==> config.mk <==
export PLATFORM = sky130hd
export DESIGN_NAME = frame_readout_wb
export DESIGN_NICKNAME = d
export VERILOG_FILES = /design/src/rtl/frame_readout_pkg.sv /design/src/rtl/frame_byte_unpack.sv /design/src/rtl/frame_readout_wb.sv
export SDC_FILE = /design/constraint.sdc
export NUM_CORES = 1
export LEC_CHECK = 0
export CORE_ASPECT_RATIO = 0.7
export CORE_MARGIN = 1.5
export CORE_UTILIZATION = 55
export CTS_CLUSTER_DIAMETER = 30
export DETAILED_ROUTE_END_ITERATION = 16
export PLACE_DENSITY = 0.86
export SKIP_CTS_REPAIR_TIMING = 1
export SLEW_MARGIN = 20
export SYNTH_ARGS = -nofsm -noshare
export SYNTH_HDL_FRONTEND = slang
export SYNTH_HIERARCHICAL = 1
export SYNTH_SLANG_ARGS = --single-unit
==> constraint.sdc <==
create_clock -name clk -period 4.5 [get_ports clk]
set_input_delay 0.9 -clock clk [delete_from_list [all_inputs] [get_ports clk]]
set_output_delay 0.9 -clock clk [all_outputs]
set_load 0.05 [all_outputs]
==> src/rtl/frame_readout_pkg.sv <==
// frame_readout_pkg
// Shared types and constants for the frame readout block.
//   state_t    : readout controller states
//   LANE_B*    : byte-lane indices inside a 32-bit word (little-endian order)
//   ADDR_STEP  : byte distance between consecutive word reads
//   WORD_BYTES : bytes carried by one bus word
//   lane_byte  : picks one byte lane out of a word
package frame_readout_pkg;

  typedef enum logic [1:0] {
    ST_IDLE   = 2'd0,
    ST_REQ    = 2'd1,
    ST_UNPACK = 2'd2,
    ST_FIN    = 2'd3
  } state_t;

  localparam logic [1:0] LANE_B0 = 2'd0;
  localparam logic [1:0] LANE_B1 = 2'd1;
  localparam logic [1:0] LANE_B2 = 2'd2;
  localparam logic [1:0] LANE_B3 = 2'd3;

  localparam int ADDR_STEP  = 4;
  localparam int WORD_BYTES = 4;

  // Lane 0 is the lowest-addressed byte, matching the DMA write-side packing.
  function automatic logic [7:0] lane_byte(input logic [31:0] word,
                                           input logic [1:0]  lane);
    logic [7:0] b;
    b = 8'h00;
    case (lane)
      LANE_B0: b = word[7:0];
      LANE_B1: b = word[15:8];
      LANE_B2: b = word[23:16];
      LANE_B3: b = word[31:24];
      default: b = 8'h00;
    endcase
    return b;
  endfunction

endpackage

==> src/rtl/frame_byte_unpack.sv <==
// frame_byte_unpack
// Holds one fetched 32-bit word and presents its bytes one at a time on a
// valid/ready stream, lowest lane first.
//   clk, rst_n  : clock, synchronous active-low reset
//   clear       : drop the stream immediately (abort)
//   load        : capture word/count/first/last and present lane 0
//   word        : fetched bus word
//   count       : bytes of this word that belong to the frame (1..4)
//   first       : this word holds frame byte 0 (drives px_sof)
//   last        : this word holds the final frame byte (drives px_eof)
//   px_ready    : downstream ready
//   px_valid, px_data, px_sof, px_eof : registered byte stream
//   fire        : handshake this cycle
//   word_end    : handshake of the final byte of the held word
module frame_byte_unpack
  import frame_readout_pkg::*;
(
  input  logic        clk,
  input  logic        rst_n,
  input  logic        clear,
  input  logic        load,
  input  logic [31:0] word,
  input  logic [2:0]  count,
  input  logic        first,
  input  logic        last,
  input  logic        px_ready,
  output logic        px_valid,
  output logic [7:0]  px_data,
  output logic        px_sof,
  output logic        px_eof,
  output logic        fire,
  output logic        word_end
);

  logic [31:0] word_q;
  logic [2:0]  count_q;
  logic        last_q;
  logic [1:0]  lane;
  logic [1:0]  lane_next;
  logic [2:0]  lane_ext_next;

  assign fire          = px_valid && px_ready;
  assign lane_next     = lane + 2'd1;
  assign lane_ext_next = {1'b0, lane} + 3'd1;
  // The held word is finished once the byte just accepted was lane count-1.
  assign word_end      = fire && (lane_ext_next == count_q);

  // Output bytes only move on a handshake, so data/sof/eof hold under
  // backpressure and the word is never re-fetched.
  always_ff @(posedge clk) begin
    if (!rst_n) begin
      word_q   <= '0;
      count_q  <= '0;
      last_q   <= 1'b0;
      lane     <= LANE_B0;
      px_valid <= 1'b0;
      px_data  <= '0;
      px_sof   <= 1'b0;
      px_eof   <= 1'b0;
    end else if (clear) begin
      px_valid <= 1'b0;
      px_sof   <= 1'b0;
      px_eof   <= 1'b0;
    end else if (load) begin
      word_q   <= word;
      count_q  <= count;
      last_q   <= last;
      lane     <= LANE_B0;
      px_valid <= 1'b1;
      px_data  <= lane_byte(word, LANE_B0);
      px_sof   <= first;
      px_eof   <= last && (count == 3'd1);
    end else if (word_end) begin
      px_valid <= 1'b0;
      px_sof   <= 1'b0;
      px_eof   <= 1'b0;
    end else if (fire) begin
      lane     <= lane_next;
      px_data  <= lane_byte(word_q, lane_next);
      px_sof   <= 1'b0;
      px_eof   <= last_q && ((lane_ext_next + 3'd1) == count_q);
    end
  end

endmodule

==> src/rtl/frame_readout_wb.sv <==
// frame_readout_wb
// Wishbone classic read initiator: fetches a frame word by word from memory
// and replays it as an 8-bit pixel stream with start/end-of-frame markers.
//   clk, rst_n          : clock, synchronous active-low reset
//   start, abort        : one-cycle control pulses
//   base_addr, length   : frame address (low two bits ignored) and size in bytes
//   wb_cyc, wb_stb, wb_we, wb_addr, wb_rdata, wb_ack : Wishbone read master
//   px_valid, px_ready, px_data, px_sof, px_eof      : pixel stream
//   busy, done, err, bytes_read                       : status
module frame_readout_wb
  import frame_readout_pkg::*;
#(
  parameter int ADDR_W  = 32,
  parameter int LEN_W   = 16,
  parameter int TIMEOUT = 255
) (
  input  logic              clk,
  input  logic              rst_n,
  input  logic              start,
  input  logic              abort,
  input  logic [ADDR_W-1:0] base_addr,
  input  logic [LEN_W-1:0]  length,
  output logic              wb_cyc,
  output logic              wb_stb,
  output logic              wb_we,
  output logic [ADDR_W-1:0] wb_addr,
  input  logic [31:0]       wb_rdata,
  input  logic              wb_ack,
  output logic              px_valid,
  input  logic              px_ready,
  output logic [7:0]        px_data,
  output logic              px_sof,
  output logic              px_eof,
  output logic              busy,
  output logic              done,
  output logic              err,
  output logic [LEN_W-1:0]  bytes_read
);

  localparam int WAIT_W = $clog2(TIMEOUT + 1);

  state_t            state;
  state_t            state_next;
  logic [ADDR_W-1:0] word_addr;
  logic [LEN_W-1:0]  remaining;
  logic [LEN_W-1:0]  remaining_after;
  logic [2:0]        word_count;
  logic              first_word;
  logic [WAIT_W-1:0] wait_cnt;
  logic              cyc_q;
  logic              timeout_hit;
  logic              take_ack;
  logic              unpack_clear;
  logic              fire;
  logic              word_end;

  assign wb_cyc  = cyc_q;
  assign wb_stb  = cyc_q;
  assign wb_we   = 1'b0;
  assign wb_addr = word_addr;

  // The final word of a frame may carry fewer than four frame bytes.
  always_comb begin
    word_count = 3'(WORD_BYTES);
    if (remaining < LEN_W'(WORD_BYTES)) begin
      word_count = remaining[2:0];
    end
  end

  assign remaining_after = remaining - {{(LEN_W-3){1'b0}}, word_count};
  assign take_ack        = (state == ST_REQ) && !abort && wb_ack;
  assign unpack_clear    = abort && ((state == ST_REQ) || (state == ST_UNPACK));

  frame_byte_unpack u_unpack (
    .clk      (clk),
    .rst_n    (rst_n),
    .clear    (unpack_clear),
    .load     (take_ack),
    .word     (wb_rdata),
    .count    (word_count),
    .first    (first_word),
    .last     (remaining_after == '0),
    .px_ready (px_ready),
    .px_valid (px_valid),
    .px_data  (px_data),
    .px_sof   (px_sof),
    .px_eof   (px_eof),
    .fire     (fire),
    .word_end (word_end)
  );

  // Next-state logic. Abort beats a same-cycle ack; an ack arriving on the
  // final wait cycle still beats the timeout.
  always_comb begin
    state_next  = state;
    timeout_hit = 1'b0;
    unique case (state)
      ST_IDLE: begin
        if (start) begin
          state_next = (length == '0) ? ST_FIN : ST_REQ;
        end
      end
      ST_REQ: begin
        if (abort) begin
          state_next = ST_IDLE;
        end else if (wb_ack) begin
          state_next = ST_UNPACK;
        end else if (wait_cnt == WAIT_W'(TIMEOUT - 1)) begin
          state_next  = ST_FIN;
          timeout_hit = 1'b1;
        end
      end
      ST_UNPACK: begin
        if (abort) begin
          state_next = ST_IDLE;
        end else if (word_end) begin
          state_next = (remaining == '0) ? ST_FIN : ST_REQ;
        end
      end
      ST_FIN: begin
        state_next = ST_IDLE;
      end
      default: begin
        state_next = ST_IDLE;
      end
    endcase
  end

  // State register plus registered outputs derived from the next state so
  // that cyc/busy/done change in the same cycle the state does.
  always_ff @(posedge clk) begin
    if (!rst_n) begin
      state      <= ST_IDLE;
      word_addr  <= '0;
      remaining  <= '0;
      first_word <= 1'b0;
      wait_cnt   <= '0;
      cyc_q      <= 1'b0;
      busy       <= 1'b0;
      done       <= 1'b0;
      err        <= 1'b0;
      bytes_read <= '0;
    end else begin
      state <= state_next;
      cyc_q <= (state_next == ST_REQ);
      busy  <= (state_next == ST_REQ) || (state_next == ST_UNPACK);
      done  <= (state_next == ST_FIN);

      if (state == ST_REQ) begin
        wait_cnt <= wait_cnt + WAIT_W'(1);
      end else begin
        wait_cnt <= '0;
      end

      if ((state == ST_IDLE) && start) begin
        word_addr  <= base_addr & ~(ADDR_W'(3));
        remaining  <= length;
        first_word <= 1'b1;
        bytes_read <= '0;
        err        <= 1'b0;
      end

      // Address wraps naturally at 2^ADDR_W.
      if (take_ack) begin
        word_addr  <= word_addr + ADDR_W'(ADDR_STEP);
        remaining  <= remaining_after;
        first_word <= 1'b0;
      end

      if (timeout_hit) begin
        err <= 1'b1;
      end

      if (fire) begin
        bytes_read <= bytes_read + LEN_W'(1);
      end
    end
  end

endmodule

* Word-level counts from Yosys, hierarchy flattened
Index checks and enable logic that the tools add are counted.
** Word-level totals
- Logic and storage cells :: 106
- Register bits :: 128
- Input bits :: 86
- Output and inout bits :: 65
** Operators by class
- Eq/ne operators :: 14
- Multiplexer cells :: 37
- Reduce and logical (&&, ||, !) cells :: 27
- Magnitude comparators :: 1
- Bitwise gates (word level) :: 2
- $add $sub $neg :: 7
** Operator list (count)
- $mux 16 :: 4
- $mux 32 :: 2
- $logic_not 16->1 :: 3
- $add 32x3->32 const B :: 1
- $pmux 8 s4 :: 1
- $mux 8 :: 3
- $mux 2 :: 11
- $add 16x1->16 const B :: 1
- $lt 16x3->1 const B :: 1
- $sub 16x3->16 :: 1
- $mux 1 :: 14
- $eq 2x2->1 const B :: 6
- $reduce_bool 2->1 :: 5
- $add 8x1->8 const B :: 1
- $eq 8x8->1 const B :: 1
- $logic_and 1x1->1 :: 8
- $pmux 2 s4 :: 1
- $eq 2x1->1 const B :: 3
- $eq 3x3->1 :: 2
- $logic_not 2->1 :: 2
- $reduce_and 2->1 :: 2
- $reduce_or 2->1 :: 2
- $add 2x1->3 const B :: 1
- $add 3x1->3 const B :: 1
- other kinds (9) :: 11

* Depth between registers and ports, before layout
Gate-level depths: netlist (run 1).
- Word-level depth :: 8
- Depth in mapped cells :: 14
- Depth with buffers taken out :: 12

* By module
The synthesis (run 1) kept the hierarchy.
** By module, submodules not included
- frame_readout_wb :: instances 1, area an instance 4464.3 sq um, cells an instance 575, sequential area each 1541.5 sq um
- frame_byte_unpack :: instances 1, area an instance 2312.2 sq um, cells an instance 292, sequential area each 980.9 sq um

* Worst setup path before layout (run 1)
Ideal clock, no wire load.
- Kind :: input -> register
- From :: input abort
- To :: register u_unpack.count_q[2]
- Stages on the path :: 10
- Path slack :: 1722 ps
- Setup time :: 76 ps
- Arrival time :: 2703 ps
- Path through :: nand3b_2 -> inv_1 -> clkbuf_1 -> buf_1 -> buf_2 -> nor2b_1 -> buf_2 -> buf_2 -> nand2_1 -> a21boi_0
** On the way
- Word-level cells in the longest chain between the ends :: 4
** RTL lines
- start, declared :: line frame_readout_wb.sv:20 : input logic abort,
- $logic_not 1->1 :: line frame_readout_wb.sv:71 : assign take_ack = (state == ST_REQ) && !abort && wb_ack;
- $logic_and 1x1->1 (2 in a row) :: line frame_readout_wb.sv:71
- net take_ack :: line frame_readout_wb.sv:52 : logic take_ack;
- $reduce_and 2->1 (no source line)
- end signal, assigned :: line frame_byte_unpack.sv:66 : count_q <= count;
- end, declared :: line frame_byte_unpack.sv:36 : logic [2:0] count_q;
The timed path passes the listed nets, and every way through them passes these cells.
A chain may end at the register's enable or synchronous reset.

* Final worst setup path (run 1)
- From :: register remaining[7]
- To :: register u_unpack.px_eof
** On the way
- Word-level cells in the longest chain between the ends :: 6
** RTL lines
- start, declared :: line frame_readout_wb.sv:45 : logic [LEN_W-1:0] remaining;
- start signal, assigned :: line frame_readout_wb.sv:157 : remaining <= length;
- start signal, assigned :: line frame_readout_wb.sv:166 : remaining <= remaining_after;
- $lt 16x3->1 * :: line frame_readout_wb.sv:65 : if (remaining < LEN_W'(WORD_BYTES)) begin
- $mux 3 * :: line frame_readout_wb.sv:65
- net word_count[2] :: line frame_readout_wb.sv:47 : logic [2:0] word_count;
- $sub 16x3->16 :: line frame_readout_wb.sv:70 : assign remaining_after = remaining - {{(LEN_W-3){1'b0}}, word_count};
- $logic_not 16->1 :: line frame_readout_wb.sv:82 : .last (remaining_after == '0),
- $logic_and 1x1->1 * :: line frame_byte_unpack.sv:72 : px_eof <= last && (count == 3'd1);
- $mux 1 * :: line frame_byte_unpack.sv:64 : end else if (load) begin
- end signal, assigned :: line frame_byte_unpack.sv:72
- end signal, assigned :: line frame_byte_unpack.sv:81 : px_eof <= last_q && ((lane_ext_next + 3'd1) == count_q);
- end, declared :: line frame_byte_unpack.sv:30 : output logic px_eof,
Mark *: on every way through the listed nets, which the timed path passes. The rest lies on a longest branch.

==> impl_metrics.py, run 1 <==
metrics = {
    "sta": {
        "setup_viol": 0,
        "finalCritPeriodShare_pct": 76.1,
        "slew_headroom_pct": 39.0,
        "hold_ws_ps": 461,
        "rsz0062_at_grt": "no",
        "tightest_slew_ps": 915,
        "slew_viol_final": 0,
        "final.setup.tns_ps": 0,
        "period_minus_slack_ps": 3420,
        "final-hold-violation-count": 0,
        "timing.fmax_mhz": 292,
        "finClkSkew_ps": 12.9,
    },
    "critical_path": {
        "setup.worst_path.end_class": "flop",
        "critPathRequiredTime_ps": 4840,
        "cp_top_family": "simple AND/OR/NAND/NOR gates",
        "cp_slowest_stage_delay_ps": 460,
        "cp-start-kind": "flop",
        "crit_fanout": 8,
        "timing.rr.start": "remaining[7]$_SDFFE_PN0P_",
        "cp_data_arrival_time_ps": 3760,
        "cp.buffers_inverters": 1,
        "critical_path.cell_chain": "nor4_2, nand4_1, nand2_1, ha_1, inv_1, a2111oi_0, nand4_1, a2111oi_0, and4b_1, nor4bb_1, nand2_1, a31oi_1",
        "path_class": "reg2reg",
        "cp_slowest_cell": "a2111oi_0",
        "crit_start": "remaining[7]$_SDFFE_PN0P_",
    },
    "synth": {
        "syn-mean-instance-area_um2": 7.82,
        "async_reset_ff_share_pct": 0,
        "synth_cell_type_count": 75,
        "synth_edf_count": 0,
        "synth-seq-cells": 126,
        "ys_warn_count": 6,
        "syn_area_um2": 6780,
        "ys_seq_area_share_pct": 37.2,
        "syn_inst": 867,
        "synthFlopType": "dfxtp_1",
    },
    "power": {
        "p_sw_share_pct": 34.3,
        "ir_worst_vdd_mv": 0.299,
        "cell_internal_pwr_uw": 2560,
        "power.total_uw": 3900,
        "seqPwrFrac_pct": 34.7,
        "pwr-share-comb_pct": 29.1,
        "p_per_area_nw_per_um2": 440,
        "power_switching_uw": 1340,
        "leakage_uw": 0.00317,
        "pwr-share-clk_pct": 36.2,
    },
    "floorplanning": {
        "fp.dieH_um": 95.9,
        "rows": 33,
        "die_w_um": 136,
        "core-area_um2": 11900,
        "initial_core_util_pct": 57.2,
        "die_area_um2": 13000,
        "ios": 151,
    },
    "global_route": {
        "grt_pass1_vias": 6421,
        "gr-total-overflow": 0,
        "grt_max_degree": 83,
        "grt_pass1_wl_um": 32200,
        "antenna_found_initial": 0,
        "grtUsageTotal_pct": 31.5,
    },
    "placement": {
        "placedInstanceArea_um2": 8250,
        "dp_hpwl_um": 13600,
        "place.gp.congestion": 0.925,
        "port_buffers": 145,
    },
    "clocking": {
        "cts-root-buf": "clkbuf_16",
        "cts_buffers": 17,
        "cts_buffer_depth": 2,
        "htree_num_levels": 4,
        "path_clk_slew_ps": 50,
        "clk_latency_ps": 410,
        "cts_tree": "done",
        "clock_sinks": 126,
    },
    "min_path": {
        "hold_start": "wait_cnt[0]$_SDFF_PN0_",
        "hold_class": "reg2reg",
    },
    "detailed_routing": {
        "firstDrtPassIters": 5,
        "drt_iter0_drc": 704,
        "wirelength_um": 19900,
        "drcViolationCount": 0,
        "wire_per_inst_um": 17.2,
        "antenna_left": 0,
        "vias": 6924,
        "via_per_inst": 5.98,
    },
    "layout": {
        "drive_gt1_share_pct": 6.39,
        "finish.utilization_pct": 74.8,
        "final_area_um2": 8860,
        "area_growth_syn_to_layout_pct": 30.8,
        "nets": 1089,
        "num_antenna_cells": 0,
    },
    "status": {
        "status": "finished clean",
    },
    "run": {
        "drv_cap": 0,
    },
}
[flip-flops by register name, indices dropped and copies added, names as in the netlist, 2 cells and up]
register / cells
state: 2
wait_cnt: 8
u_unpack/lane: 2
u_unpack/px_data: 8
bytes_read: 16
u_unpack/count_q: 3
wb_addr: 30
u_unpack/word_q: 32
remaining: 16
[metrics by stage]
stage / setup WS, ps / instances
floorplan: 1720 / 870
global placement: 1200 / 1126
detailed placement: 1170 / 1126
CTS: 1110 / 1158
global route: 826 / 1158
finish: 1080 / 1158
[cells by family after synthesis]
logic type | Yosys count | synth area share (%)
AND/OR/NAND/NOR | 391 | 28.5
AO/OA/AOI/OAI | 221 | 21.7
flip-flops | 126 | 37.2
adder cells (fa/ha/maj) | 15 | 2.77
other | 1 | 0.0553
XOR/XNOR | 18 | 2.44
multiplexers | 13 | 1.96
buffers and inverters | 82 | 5.34
[final cells by class]
class	count	area, um2
fillers	911	2990
well taps	157	196
inverters	25	93.8
clock buffers	22	474
clock inverters	10	135
flip-flops and latches	126	2520
repair buffers	156	1530
multi-input cells	662	3910
[cell usage after synthesis (all sizes together), types with 14 or more instances]
cell type | n | area [um2]
and2 | 14 | 87.6
o21ai | 42 | 210
buf | 20 | 125
a21boi | 36 | 270
ha | 15 | 188
nor2 | 58 | 218
clkbuf | 37 | 143
nand2 | 171 | 644
dfxtp | 126 | 2520
nand4 | 20 | 140
inv | 25 | 93.8
nand3 | 40 | 205
a21oi | 50 | 250
[per-layer routing]
layer	wire, um	track usage [%]	vias up
met2	8600	48.0	359
met4	150	7.89	0
met1	9230	44.6	3213
met3	1890	7.58	19
met5	0	0	-
li1	-	-	3333
[placed cells by master, fill, tap and decap left out, types with 4 or more instances in the layout]
master | netlist | final
clkbuf_16 | 0 | 17
o21ai_0 | 42 | 42
o211ai_1 | 11 | 11
nand3_1 | 39 | 39
ha_1 | 15 | 15
and3_1 | 11 | 11
clkinv_2 | 0 | 4
a21boi_0 | 36 | 36
a311oi_1 | 4 | 4
dfxtp_1 | 126 | 126
xor2_1 | 9 | 9
nor3_1 | 13 | 13
a31oi_1 | 9 | 9
nor2b_1 | 13 | 12
o21a_1 | 5 | 5
nor4_1 | 8 | 8
or4_1 | 8 | 8
and4_1 | 6 | 6
inv_1 | 24 | 24
xnor2_1 | 8 | 8
and2_1 | 14 | 14
nand3b_1 | 4 | 4
clkdlybuf4s50_1 | 0 | 144
buf_4 | 6 | 11
conb_1 | 1 | 4
a41oi_1 | 4 | 4
a21oi_1 | 50 | 50
or2_2 | 4 | 4
or3_1 | 7 | 7
nand2_1 | 170 | 170
nor2_1 | 58 | 57
a22oi_1 | 12 | 12
a211oi_1 | 13 | 13
mux2i_1 | 11 | 11
nand4_1 | 19 | 19
[worst register-to-register path: cells and delay by family, from the launching register on]
kind	cells	cell delay [ps]
compound gates	3	900
fa+ha+maj	1	160
buf+inv	1	60
flops	1	400
simple gates	7	1850
[final timing paths]
| path | end | slack [ps] | cells after the start |
|---|---|---|---|
| max reg2reg | u_unpack/px_eof$_SDFFE_PP0P_ | 1080 | 12 |
| min | wait_cnt[0]$_SDFF_PN0_ | 460 | 1 |
| max | u_unpack/px_eof$_SDFFE_PP0P_ | 1080 | 12 |
| min reg2reg | wait_cnt[0]$_SDFF_PN0_ | 460 | 1 |
[power groups by stage]
stage | logic [uW] | registers (uW) | clock network, uW
after floorplan | 593 | 1520 | 0
after global placement | 1090 | 1370 | 0
after detailed placement | 1100 | 1370 | 0
after CTS | 1110 | 1350 | 1420
after global routing | 1230 | 1370 | 1480
final | 1140 | 1350 | 1410
Note: power is estimated with default switching activity, not from simulation.
==> run 2: changes to the inputs <==
--- a/config.mk
+++ b/config.mk
@@ -7,10 +7,10 @@
 export LEC_CHECK = 0
 export CORE_ASPECT_RATIO = 0.7
 export CORE_MARGIN = 1.5
-export CORE_UTILIZATION = 55
+export CORE_UTILIZATION = 46
 export CTS_CLUSTER_DIAMETER = 30
 export DETAILED_ROUTE_END_ITERATION = 16
-export PLACE_DENSITY = 0.86
+export PLACE_DENSITY = 0.77
 export SKIP_CTS_REPAIR_TIMING = 1
 export SLEW_MARGIN = 20
 export SYNTH_ARGS = -nofsm -noshare
==> constraint.sdc (replaced) <==
create_clock -name clk -period 2.9 [get_ports clk]
set_input_delay 0.58 -clock clk [delete_from_list [all_inputs] [get_ports clk]]
set_output_delay 0.58 -clock clk [all_outputs]
set_load 0.05 [all_outputs]
==> run 2 against run 1 <==
  * Design area rose by 3.0%
  * Highest routed layer is now met5
  * Sequential cell count did not move
  * Sequential share of layout area fell by 0.82 points
  * Sequential power rose by 54%
  * Critical path depth did not move
  * Setup slack got worse by 950 ps
  * Total power rose by 57%
  * Final cell count rose by 5.1%
  * Via count rose by 0.49%
  * Non-clock buffer count rose by 26
  * Global-route usage fell by 5.9 points
  * Clock skew barely moved
==> impl_metrics.py, run 2 (synthesis results as in run 1) <==
metrics = {
    "layout": {
        "multi_input_area_um2": 3940,
        "area_growth_syn_to_layout_pct": 34.7,
        "nFillCells": 1229,
        "nets": 1115,
        "drive_gt1_share_pct": 8.86,
        "final_area_um2": 9130,
        "finish.utilization_pct": 64.5,
        "final_common_cell": "nand2_1",
        "layout_common_cells": "nand2_1, clkdlybuf4s50_1, dfxtp_1, nor2_1, a21oi_1",
        "largest_reg_flops": 32,
        "seq_area_um2": 2520,
        "final_cells": 1217,
        "top_register": "u_unpack/word_q",
        "num_antenna_cells": 0,
    },
    "placement": {
        "port_buffers": 145,
        "dp_hpwl_um": 14200,
        "place.gp.congestion": 0.945,
        "placedCellCount": 1185,
        "placedInstanceArea_um2": 8510,
    },
    "critical_path": {
        "path_class": "reg2reg",
        "cp-start-kind": "flop",
        "r2r_cells": 12,
        "crit_fanout": 2,
        "setup.worst_path.end_class": "flop",
        "timing.rr.start": "remaining[2]$_SDFFE_PN0P_",
        "critPathRequiredTime_ps": 3240,
        "r2r_end": "u_unpack/px_eof$_SDFFE_PP0P_",
        "cp_data_arrival_time_ps": 3120,
        "r2r_setup_slack_ps": 120,
    },
    "detailed_routing": {
        "drcViolationCount": 0,
        "via_per_inst": 5.72,
        "drt_iter0_drc": 616,
        "firstDrtPassIters": 6,
        "wirelength_um": 20000,
        "antenna_left": 0,
        "vias": 6958,
        "wire_per_inst_um": 16.4,
    },
    "sta": {
        "period_minus_slack_ps": 2780,
        "tightest_slew_ps": 760,
        "finClkSkew_ps": 13.4,
        "final.setup.tns_ps": 0,
        "slew_headroom_pct": 48.9,
        "rsz0062_at_grt": "no",
        "hold_ws_ps": 458,
        "slew_viol_final": 0,
        "finalCritPeriodShare_pct": 95.8,
        "timing.fmax_mhz": 360,
        "final-hold-violation-count": 0,
        "setup_viol": 0,
    },
    "floorplanning": {
        "rows": 36,
        "fp.dieH_um": 105,
        "die_w_um": 148,
        "core-area_um2": 14100,
        "die_area_um2": 15500,
        "ios": 151,
        "initial_core_util_pct": 47.9,
    },
    "clocking": {
        "cts-root-buf": "clkbuf_16",
        "clock_sinks": 126,
        "cts_buffers": 17,
        "cts_buffer_depth": 2,
        "path_clk_slew_ps": 60,
        "cts_tree": "done",
        "htree_num_levels": 4,
        "clk_latency_ps": 410,
    },
    "power": {
        "p_per_area_nw_per_um2": 671,
        "cell_internal_pwr_uw": 3990,
        "leakage_uw": 0.00329,
        "power_switching_uw": 2130,
        "seqPwrFrac_pct": 33.9,
        "pwr-share-comb_pct": 31.4,
        "p_sw_share_pct": 34.8,
        "ir_worst_vdd_mv": 0.327,
        "pwr-share-clk_pct": 34.7,
    },
    "status": {
        "status": "finished clean",
    },
    "min_path": {
        "hold_start": "u_unpack/px_data[0]$_SDFFE_PN0P_",
        "hold_class": "reg2reg",
        "whs_path_depth": 2,
        "whs_endpoint": "u_unpack/px_data[0]$_SDFFE_PN0P_",
    },
    "global_route": {
        "grt_pass1_vias": 6302,
        "antenna_found_initial": 1,
        "grt_pass1_wl_um": 31900,
        "grt_max_degree": 51,
        "grtUsageTotal_pct": 25.6,
        "gr-total-overflow": 0,
    },
    "run": {
        "drv_cap": 0,
    },
}
[run 2: layout make-up]
type	instances	area share, %
sequential	126	27.6
timing repair buffer	182	19.2
clock inverter	9	1.21
inverter	25	1.03
clock buffer	23	5.24
tap	190	2.60
multi-input combinational	662	43.1
[run 2: routing by layer]
layer | wire (um) | up-vias | global-route usage (%)
met4 | 277 | 2 | 6.51
met3 | 1670 | 26 | 6.20
met5 | 12 | - | 0
li1 | - | 3382 | -
met1 | 9790 | 3240 | 39.1
met2 | 8210 | 308 | 35.3
[run 2: worst max path at each step]
stage / from / end / slack, ps / depth (start not counted)
CTS: remaining[7]$_SDFFE_PN0P_ / u_unpack/px_eof$_SDFFE_PP0P_ / -200 / 12
floorplan: remaining[2]$_SDFFE_PN0P_ / u_unpack/px_eof$_SDFFE_PP0P_ / 190 / 13
global route: remaining[12]$_SDFFE_PN0P_ / u_unpack/px_eof$_SDFFE_PP0P_ / 60 / 12
detailed placement: remaining[7]$_SDFFE_PN0P_ / u_unpack/px_eof$_SDFFE_PP0P_ / -180 / 12
finish: remaining[2]$_SDFFE_PN0P_ / u_unpack/px_eof$_SDFFE_PP0P_ / 120 / 12
global placement: remaining[7]$_SDFFE_PN0P_ / u_unpack/px_eof$_SDFFE_PP0P_ / 40 / 12
[run 2: power groups by stage]
stage               sequential (uW)  clock [uW]  combinational, uW
global placement               2100           0               1840
global route                   2100        2220               2070
detailed placement             2100           0               1860
CTS                            2070        2140               1870
finish                         2080        2120               1920
floorplan                      2350           0                921
[run 2: per-stage QoR]
step,total power [uW],setup WS (ps)
2_1_floorplan,3270,185
3_3_place_gp,3940,44.6
3_5_place_dp,3960,-182
4_1_cts,6080,-203
5_1_grt,6390,56.1
6_report,6120,121
[run 2: critical path, stage by stage (launching register included)]
cell       delay, ps
dfxtp_1          320
nor4_1           430
nand4_1          220
nand2_1          120
ha_1             160
inv_1             60
a2111oi_2        270
nand4_1          160
a2111oi_2        270
and4b_1          280
nor4bb_2         210
nand2_1           80
a31oi_1          120
==> run 3: changes to the inputs <==
--- a/config.mk
+++ b/config.mk
@@ -10,6 +10,7 @@
 export CORE_UTILIZATION = 46
 export CTS_CLUSTER_DIAMETER = 30
 export DETAILED_ROUTE_END_ITERATION = 16
+export HOLD_SLACK_MARGIN = 0.06
 export PLACE_DENSITY = 0.77
 export SKIP_CTS_REPAIR_TIMING = 1
 export SLEW_MARGIN = 20
==> results of run 3 <==
Final layout, timing and power as in run 2 (identical DEF).
